$ cat src/rtl/change_dispense_ctrl.sv
// Change dispenser controller: evaluates a payment against a cost and, when
// change is owed, hands out coins greedily (quarter, dime, nickel) through a
// valid/ready ejector handshake while tracking a small coin inventory.
module change_dispense_ctrl (
    input  logic       clk,
    input  logic       reset,
    input  logic       start,
    input  logic [3:0] Cost,
    input  logic [3:0] Paid,
    input  logic       load,
    input  logic [1:0] LoadQuarters,
    input  logic [1:0] LoadDimes,
    input  logic [1:0] LoadNickels,
    output logic       CoinValid,
    output logic [2:0] CoinValue,
    input  logic       CoinReady,
    output logic [1:0] Quarters,
    output logic [1:0] Dimes,
    output logic [1:0] Nickels,
    output logic [2:0] FirstCoin,
    output logic [2:0] SecondCoin,
    output logic [3:0] Remaining,
    output logic       Busy,
    output logic       Done,
    output logic       ExactAmmount,
    output logic       CoughUpMore,
    output logic       NotEnoughChange
);

    localparam logic [2:0] COIN_NONE    = 3'b000;
    localparam logic [2:0] COIN_NICKEL  = 3'b001;
    localparam logic [2:0] COIN_DIME    = 3'b010;
    localparam logic [2:0] COIN_QUARTER = 3'b101;

    typedef enum logic [1:0] {
        IDLE     = 2'd0,
        EVAL     = 2'd1,
        DISPENSE = 2'd2,
        FINISH   = 2'd3
    } state_t;

    state_t     state, state_nxt;

    logic [3:0] cost_q, paid_q;
    logic [3:0] cost_nxt, paid_nxt;
    logic [3:0] rem_nxt;
    logic [1:0] q_nxt, d_nxt, n_nxt;
    logic [2:0] first_nxt, second_nxt;
    logic       vld_nxt;
    logic [2:0] val_nxt;
    logic       exact_nxt, cough_nxt, nec_nxt;
    logic       handshake;

    // Nickel worth of a coin code; unknown codes are worth nothing.
    function automatic logic [3:0] coin_worth(input logic [2:0] code);
        case (code)
            COIN_QUARTER: coin_worth = 4'd5;
            COIN_DIME:    coin_worth = 4'd2;
            COIN_NICKEL:  coin_worth = 4'd1;
            default:      coin_worth = 4'd0;
        endcase
    endfunction

    assign handshake = (state == DISPENSE) && CoinValid && CoinReady;
    assign Busy      = (state != IDLE);
    assign Done      = (state == FINISH);

    // State register; reset forces IDLE immediately.
    always_ff @(posedge clk or posedge reset) begin
        if (reset) begin
            state <= IDLE;
        end else begin
            state <= state_nxt;
        end
    end

    // Next-state and next-value logic for every state-held quantity.
    always_comb begin
        state_nxt  = state;
        cost_nxt   = cost_q;
        paid_nxt   = paid_q;
        rem_nxt    = Remaining;
        q_nxt      = Quarters;
        d_nxt      = Dimes;
        n_nxt      = Nickels;
        first_nxt  = FirstCoin;
        second_nxt = SecondCoin;
        vld_nxt    = CoinValid;
        val_nxt    = CoinValue;
        exact_nxt  = ExactAmmount;
        cough_nxt  = CoughUpMore;
        nec_nxt    = NotEnoughChange;

        case (state)
            IDLE: begin
                vld_nxt = 1'b0;
                if (start) begin
                    // start has priority over a simultaneous restock
                    cost_nxt   = Cost;
                    paid_nxt   = Paid;
                    rem_nxt    = 4'd0;
                    first_nxt  = COIN_NONE;
                    second_nxt = COIN_NONE;
                    exact_nxt  = 1'b0;
                    cough_nxt  = 1'b0;
                    nec_nxt    = 1'b0;
                    state_nxt  = EVAL;
                end else if (load) begin
                    q_nxt = LoadQuarters;
                    d_nxt = LoadDimes;
                    n_nxt = LoadNickels;
                end
            end

            EVAL: begin
                if (paid_q == cost_q) begin
                    exact_nxt = 1'b1;
                    rem_nxt   = 4'd0;
                    state_nxt = FINISH;
                end else if (paid_q < cost_q) begin
                    cough_nxt = 1'b1;
                    rem_nxt   = 4'd0;
                    state_nxt = FINISH;
                end else begin
                    rem_nxt   = paid_q - cost_q;
                    state_nxt = DISPENSE;
                end
            end

            DISPENSE: begin
                if (!CoinValid) begin
                    // select cycle: largest coin that fits and is in stock
                    if (Remaining == 4'd0) begin
                        nec_nxt   = 1'b0;
                        state_nxt = FINISH;
                    end else if ((Quarters != 2'd0) && (Remaining >= 4'd5)) begin
                        vld_nxt = 1'b1;
                        val_nxt = COIN_QUARTER;
                    end else if ((Dimes != 2'd0) && (Remaining >= 4'd2)) begin
                        vld_nxt = 1'b1;
                        val_nxt = COIN_DIME;
                    end else if (Nickels != 2'd0) begin
                        vld_nxt = 1'b1;
                        val_nxt = COIN_NICKEL;
                    end else begin
                        nec_nxt   = 1'b1;
                        state_nxt = FINISH;
                    end
                end else if (handshake) begin
                    // coin accepted by the ejector: book it and reselect
                    vld_nxt = 1'b0;
                    rem_nxt = Remaining - coin_worth(CoinValue);
                    case (CoinValue)
                        COIN_QUARTER: if (Quarters != 2'd0) q_nxt = Quarters - 2'd1;
                        COIN_DIME:    if (Dimes != 2'd0)    d_nxt = Dimes - 2'd1;
                        COIN_NICKEL:  if (Nickels != 2'd0)  n_nxt = Nickels - 2'd1;
                        default:      ;
                    endcase
                    if (FirstCoin == COIN_NONE) begin
                        first_nxt = CoinValue;
                    end else if (SecondCoin == COIN_NONE) begin
                        second_nxt = CoinValue;
                    end
                end
            end

            FINISH: begin
                vld_nxt   = 1'b0;
                state_nxt = IDLE;
            end

            default: begin
                vld_nxt   = 1'b0;
                state_nxt = IDLE;
            end
        endcase
    end

    // Datapath, inventory and status registers; reset clears them at once.
    always_ff @(posedge clk or posedge reset) begin
        if (reset) begin
            cost_q          <= 4'd0;
            paid_q          <= 4'd0;
            Remaining       <= 4'd0;
            Quarters        <= 2'd0;
            Dimes           <= 2'd0;
            Nickels         <= 2'd0;
            FirstCoin       <= COIN_NONE;
            SecondCoin      <= COIN_NONE;
            CoinValid       <= 1'b0;
            CoinValue       <= COIN_NONE;
            ExactAmmount    <= 1'b0;
            CoughUpMore     <= 1'b0;
            NotEnoughChange <= 1'b0;
        end else begin
            cost_q          <= cost_nxt;
            paid_q          <= paid_nxt;
            Remaining       <= rem_nxt;
            Quarters        <= q_nxt;
            Dimes           <= d_nxt;
            Nickels         <= n_nxt;
            FirstCoin       <= first_nxt;
            SecondCoin      <= second_nxt;
            CoinValid       <= vld_nxt;
            CoinValue       <= val_nxt;
            ExactAmmount    <= exact_nxt;
            CoughUpMore     <= cough_nxt;
            NotEnoughChange <= nec_nxt;
        end
    end

endmodule

$ cat config.mk
export PLATFORM = sky130hd
export DESIGN_NAME = change_dispense_ctrl
export DESIGN_NICKNAME = d
export VERILOG_FILES = /design/src/rtl/change_dispense_ctrl.sv
export SDC_FILE = /design/constraint.sdc
export NUM_CORES = 1
export LEC_CHECK = 0
export ABC_AREA = 1
export CAP_MARGIN = 40
export CORE_MARGIN = 3
export CORE_UTILIZATION = 46
export DETAILED_ROUTE_END_ITERATION = 16
export GPL_TIMING_DRIVEN = 1
export MAX_ROUTING_LAYER = met4
export PLACE_DENSITY = 0.76
export SYNTH_ARGS = -nofsm -noshare
export SYNTH_HDL_FRONTEND = slang
export SYNTH_SLANG_ARGS = --single-unit
$ cat constraint.sdc
create_clock -name clk -period 1.5 [get_ports clk]
set_input_delay 0.15 -clock clk [delete_from_list [all_inputs] [get_ports clk]]
set_output_delay 0.15 -clock clk [all_outputs]
set_load 0.03 [all_outputs]
; ---- After elaboration in Yosys (flattened, before gate mapping)
; Index checks and enable logic that the tools add are counted.
[totals]
mem_bits_ro = 0
reg_bits = 33
wordCells = 154
n_memories = 0
ramBits = 0
latch_bits = 0
[op_classes]
shift = 0
bitwise = 2
n_reduce_logical = 30
order_cmp = 3
mul = 0
div = 0
n_eq_ne = 28
addsub = 5
muxes = 72
[op_table]
columns = operator, n
row1 = $mux W2, 24
row2 = $mux W3, 11
row3 = $mux W4, 8
row4 = $reduce_and A7 Y1, 3
row5 = $ne A2 B2 Y1 const B, 10
row6 = $mux W1, 17
row7 = $ne A2 B1 Y1 const B, 8
row8 = $reduce_bool A2 Y1, 7
row9 = $pmux W2 S2, 3
row10 = $pmux W3 S2, 2
row11 = $pmux W4 S3, 1
row12 = $reduce_and A4 Y1, 3
row13 = $reduce_and A6 Y1, 2
row14 = $reduce_and A5 Y1, 2
row15 = $ne A3 B3 Y1 const B, 3
row16 = $pmux W3 S3, 1
row17 = $pmux W1 S2, 4
row18 = $pmux W2 S4, 1
row19 = $sub A4 B4 Y4, 2
row20 = $logic_not A3 Y1, 2
row21 = $reduce_bool A3 Y1, 2
row22 = $sub A2 B1 Y2 const B, 3
row23 = $eq A2 B2 Y1 const B, 2
row24 = $eq A4 B4 Y1, 1
row25 = other kinds (14), 18

; ---- Longest topological paths before layout
[depth]
ltp_word = 10
mapped_depth = 12
depth_no_buf = 12

; ---- Least setup slack after synthesis
; Ideal clock, no wire load.
[synth_timing]
path_type = register to register
start = register CoinValue[1]
end = register Remaining[2]
arrival_ns = 1.592
setup_slack_ns = -0.209
period_less_slack_ns = 1.709
setup_time_ns = 0.117
stages_incl_launch_ff = 11
cell_sequence = dfrtp_1 > inv_1 > nand2_1 > inv_1 > ha_1 > inv_1 > fa_1 > o21ai_0 > o21ai_0 > nand2_1 > nand2_1
[synth_between]
elab_chain_cells = 9
word_cells_on_any_way = 11
classes_between = 1 x add/sub / 3 x eq/ne / 7 x mux
[synth_rtl]
columns = item, line_no
row1 = "start, declared", 15  ; output logic [2:0] CoinValue,
row2 = "start signal, assigned", 205  ; CoinValue <= val_nxt;
row3 = $eq A3 B1 Y1 (tied with other cells), 56  ; case (code)
row4 = $pmux W3 S3 *, 56
row5 = $mux W4 *, 149  ; end else if (handshake) begin
row6 = $mux W4 *, 131  ; if (!CoinValid) begin
row7 = $mux W4 *, 94  ; case (state)
row8 = $sub A4 B4 Y4 *, 152  ; rem_nxt = Remaining - coin_worth(CoinValue);
row9 = $mux W4 *, 149
row10 = $mux W4 *, 131
row11 = $pmux W4 S3 *, 94
row12 = "end signal, assigned", 198  ; Remaining <= rem_nxt;
row13 = "end, declared", 22  ; output logic [3:0] Remaining,
; Mark *: on every way between the ends. The rest lies on a longest branch, timed or not. The select of a mux whose other input is x is not followed.
; A chain may end at the register's enable or synchronous reset.

; ---- Worst setup path after layout
[layout_timing]
start = register cost_q[0]
end = register Remaining[3]
[layout_between]
elab_chain_cells = 4
word_cells_on_any_way = 6
classes_between = 1 x add/sub / 1 x order compare / 1 x eq/ne / 3 x mux
[layout_rtl]
columns = item, line_no
row1 = "start, declared", 44  ; logic [3:0] cost_q, paid_q;
row2 = "start signal, assigned", 196  ; cost_q <= cost_nxt;
row3 = $sub A4 B4 Y4 / $lt A4 B4 Y1 (equally long branches), "125, 120"
row4 = $mux W4, 120  ; end else if (paid_q < cost_q) begin
row5 = $mux W4 *, 116  ; if (paid_q == cost_q) begin
row6 = $pmux W4 S3 *, 94
; Mark *: on every way between the ends. The rest lies on a longest branch, timed or not.

==> results.ini <==
[worst_setup_path]
critical_path_class = reg2reg
path_cells = ha_4 > fa_2 > inv_2 > nand3_2 > nand2_4 > nand3_4 > inv_2 > nand2_2 > nand2_1 > nand2_1 > nand2_1
max_stage_delay_ns = 0.42
critPathLaunchType = register
endpoint_kind = register
critPathMaxFanout = 3
cpMostUsedCell = nand2_1
cp.required_ns = 1.74
slowest_stage = dfrtp_1
worstPathArrival_ns = 1.85

[sta]
skew_ns = 0.006733
min_period_over_period_pct = 107.7
fin_crit_ns = 1.616
fmax_mhz = 618.9
rsz0062_at_grt = true
final_hold_viol_count = 0
fin_ws_ns = -0.1157
drv_slew = 0
maxSlewHeadroom_pct = 69.89
worst_pin_slew_ns = 0.4517
setup_violations = 18

[cts]
cts_buffers = 5
clk-insertion-delay-late_ns = 0.30
cts_root_buf = clkbuf_8
clkTransAtPathRegs_ns = 0.07
htree_levels = 2
clockBufferDepth = 2
cts_tree = built
postCtsHoldBufs = 0
cts.sinks = 33

[die]
die_y_um = 72.65
io_pins = 44
dieArea_um2 = 5277
core_area_um2 = 4144
start_util_pct = 49.31
fp.dieW_um = 72.65
rows = 23

[place]
gp_congestion = 0.8505
post-dp-hpwl_mm = 4.003
io_buffers = 43
place_inst = 375

[power_and_ir_drop]
leakage_nw = 1.611
pwr-share-comb_pct = 70.1
swShare_pct = 49.39
totalPowerFinal_mw = 7.591
clock_power_share_pct = 9.3
intPower_mw = 3.841
p_sw_mw = 3.749
peakVddDrop_mv = 1.388
p_per_area_nw_per_um2 = 2390
seqPwrFrac_pct = 20.5

[synthesis]
synth_nets = 296
synth_flop_cell = dfrtp_1
seq_area_frac_synth_pct = 40.42
synthCells = 260
ys_seq_elements = 33
synth_area_leaders = dfrtp_1 40%, nand2_1 14%, ha_1 9.2%
synth_common_cells = 77 x nand2_1, 36 x inv_1, 33 x dfrtp_1
synth.avg_cell_area_um2 = 7.859
synthArstFlopShare_pct = 100.0
synth_warnings = 0
synth_area_um2 = 2043
yosysMostFrequentCell = nand2_1
yosysTopAreaCellShare_pct = 40.42
ys_types = 29
synth_top_area_cell = dfrtp_1
synth_edf_count = 0

[grt]
overflow = 0
grt_pass1_vias = 1906
grt_max_degree = 34
grt_use_total_pct = 22.03
antenna_found_initial = 0
grt_pass1_wl_mm = 8.728

[status]
violations = setup timing
status = finished with violations

[routing]
ant_nets = 0
route.detailed.drc = 0
dr.pass1.iters = 4
wl_met2_mm = 3.146
via_per_inst = 5.213
wl_per_cell_um = 15.78
routed_wirelength_mm = 6.137
highest_layer = met4
drtIter0Drc = 98
met3_wirelength_um = 289
vias = 2028
drt-met1-wl_mm = 2.583

[job]
drv_cap = 0

[finish]
layout.cells.non_filler = 389
fin_nets = 374
area_growth_pct = 55.42
antenna_cells = 0
drive_gt1_share_pct = 34.81

[worst_hold_path]
hold_path.class = in2async

layer usage:
layer | track usage (%) | vias to the layer above
li1 | - | 993
met1 | 27.03 | 964
met2 | 36.87 | 57
met3 | 4.270 | 14
met4 | 6.352 | 0
met5 | - | -
layout make-up:
| class | count | area, µm² |
|---|---|---|
| Fill cell | 300 | 968.4 |
| Inverter | 37 | 145.1 |
| Timing Repair Buffer | 74 | 670.6 |
| Tap cell | 50 | 62.56 |
| Clock buffer | 8 | 90.09 |
| Multi-Input combinational cell | 187 | 1375 |
| Sequential cell | 33 | 832.0 |
worst max-delay path, delay by kind of cell, from the launching register on:
kind,cells,cell delay (ns)
AND/OR/NAND/NOR,7,0.49
adder cells (fa/ha/maj),2,0.52
flip-flops,1,0.42
buffers and inverters,2,0.13
worst paths after layout:
| check | start | endpoint | slack (ns) | cells past startpoint |
|---|---|---|---|---|
| worst max-delay path | cost_q[0] | Remaining[3] | -0.12 | 11 |
| worst min-delay path | reset | FirstCoin[1] | 0.26 | 3 |
| worst max register to register | cost_q[0] | Remaining[3] | -0.12 | 11 |
| worst min register to register | NotEnoughChange | NotEnoughChange | 0.50 | 2 |
| max in group asynchronous | reset | state[1] | 0.89 | 3 |
| min in group clk | Paid[0] | paid_q[0] | 0.44 | 3 |
kinds of logic after synthesis:
family	Yosys count	share of synthesized area, %
AO/OA/AOI/OAI	49	13.66
flip-flops	33	40.42
multiplexers	3	1.653
adder cells (fa/ha/maj)	17	11.15
XOR/XNOR	1	0.4287
AND/OR/NAND/NOR	117	24.92
buffers and inverters	40	7.776
placed cells by master, fill, tap and decap left out, drive strengths merged, types with 16 or more instances in the layout:
| master | netlist | routed |
|---|---|---|
| nor2 | 19 | 19 |
| o21ai | 28 | 28 |
| inv | 37 | 36 |
| nand2 | 80 | 80 |
| a21oi | 16 | 16 |
| dfrtp | 33 | 33 |
| clkdlybuf4s50 | 0 | 21 |
| buf | 3 | 33 |
metrics by stage:
step | TNS [ns] | hold slack (ns) | setup slack, ns | instance area (µm²) | util (%)
floorplan | -1.065 | 0.2786 | -0.1036 | 2108 | -
global placement | -0.2792 | 0.4663 | -0.06046 | 2764 | 66.70
detailed placement | -0.9402 | 0.4752 | -0.1216 | 2764 | 66.70
CTS | -0.7534 | 0.2780 | -0.08889 | 2890 | 69.75
global route | -3.058 | 0.2900 | -0.2204 | 3176 | 76.63
finish | -1.217 | 0.2591 | -0.1157 | 3176 | 76.63
power groups by stage:
stage | clock [mW] | sequential, mW | combinational [mW]
final | 0.709 | 1.56 | 5.32
after global routing | 0.758 | 1.60 | 5.74
after CTS | 0.712 | 1.51 | 4.35
after detailed placement | 0 | 1.53 | 4.24
after global placement | 0 | 1.51 | 4.13
after floorplan | 0 | 1.89 | 2.38
state kept, by name, indices dropped and copies added, names as in the netlist:
register,cells
state,2
Nickels,2
cost_q,4
CoughUpMore,1
Dimes,2
SecondCoin,3
NotEnoughChange,1
Quarters,2
CoinValue,3
paid_q,4
Remaining,4
ExactAmmount,1
CoinValid,1
FirstCoin,3
repair_timing:
| action | 4_1_cts | 5_1_grt |
|---|---|---|
| pin swaps | 5 | 17 |
| hold endpoints to repair | 0 | 0 |
| setup buffers | 3 | 3 |
| endpoints found under the setup margin | 35 | 33 |
| gates resized for setup | 30 | 61 |
(Power assumes the default switching activity.)
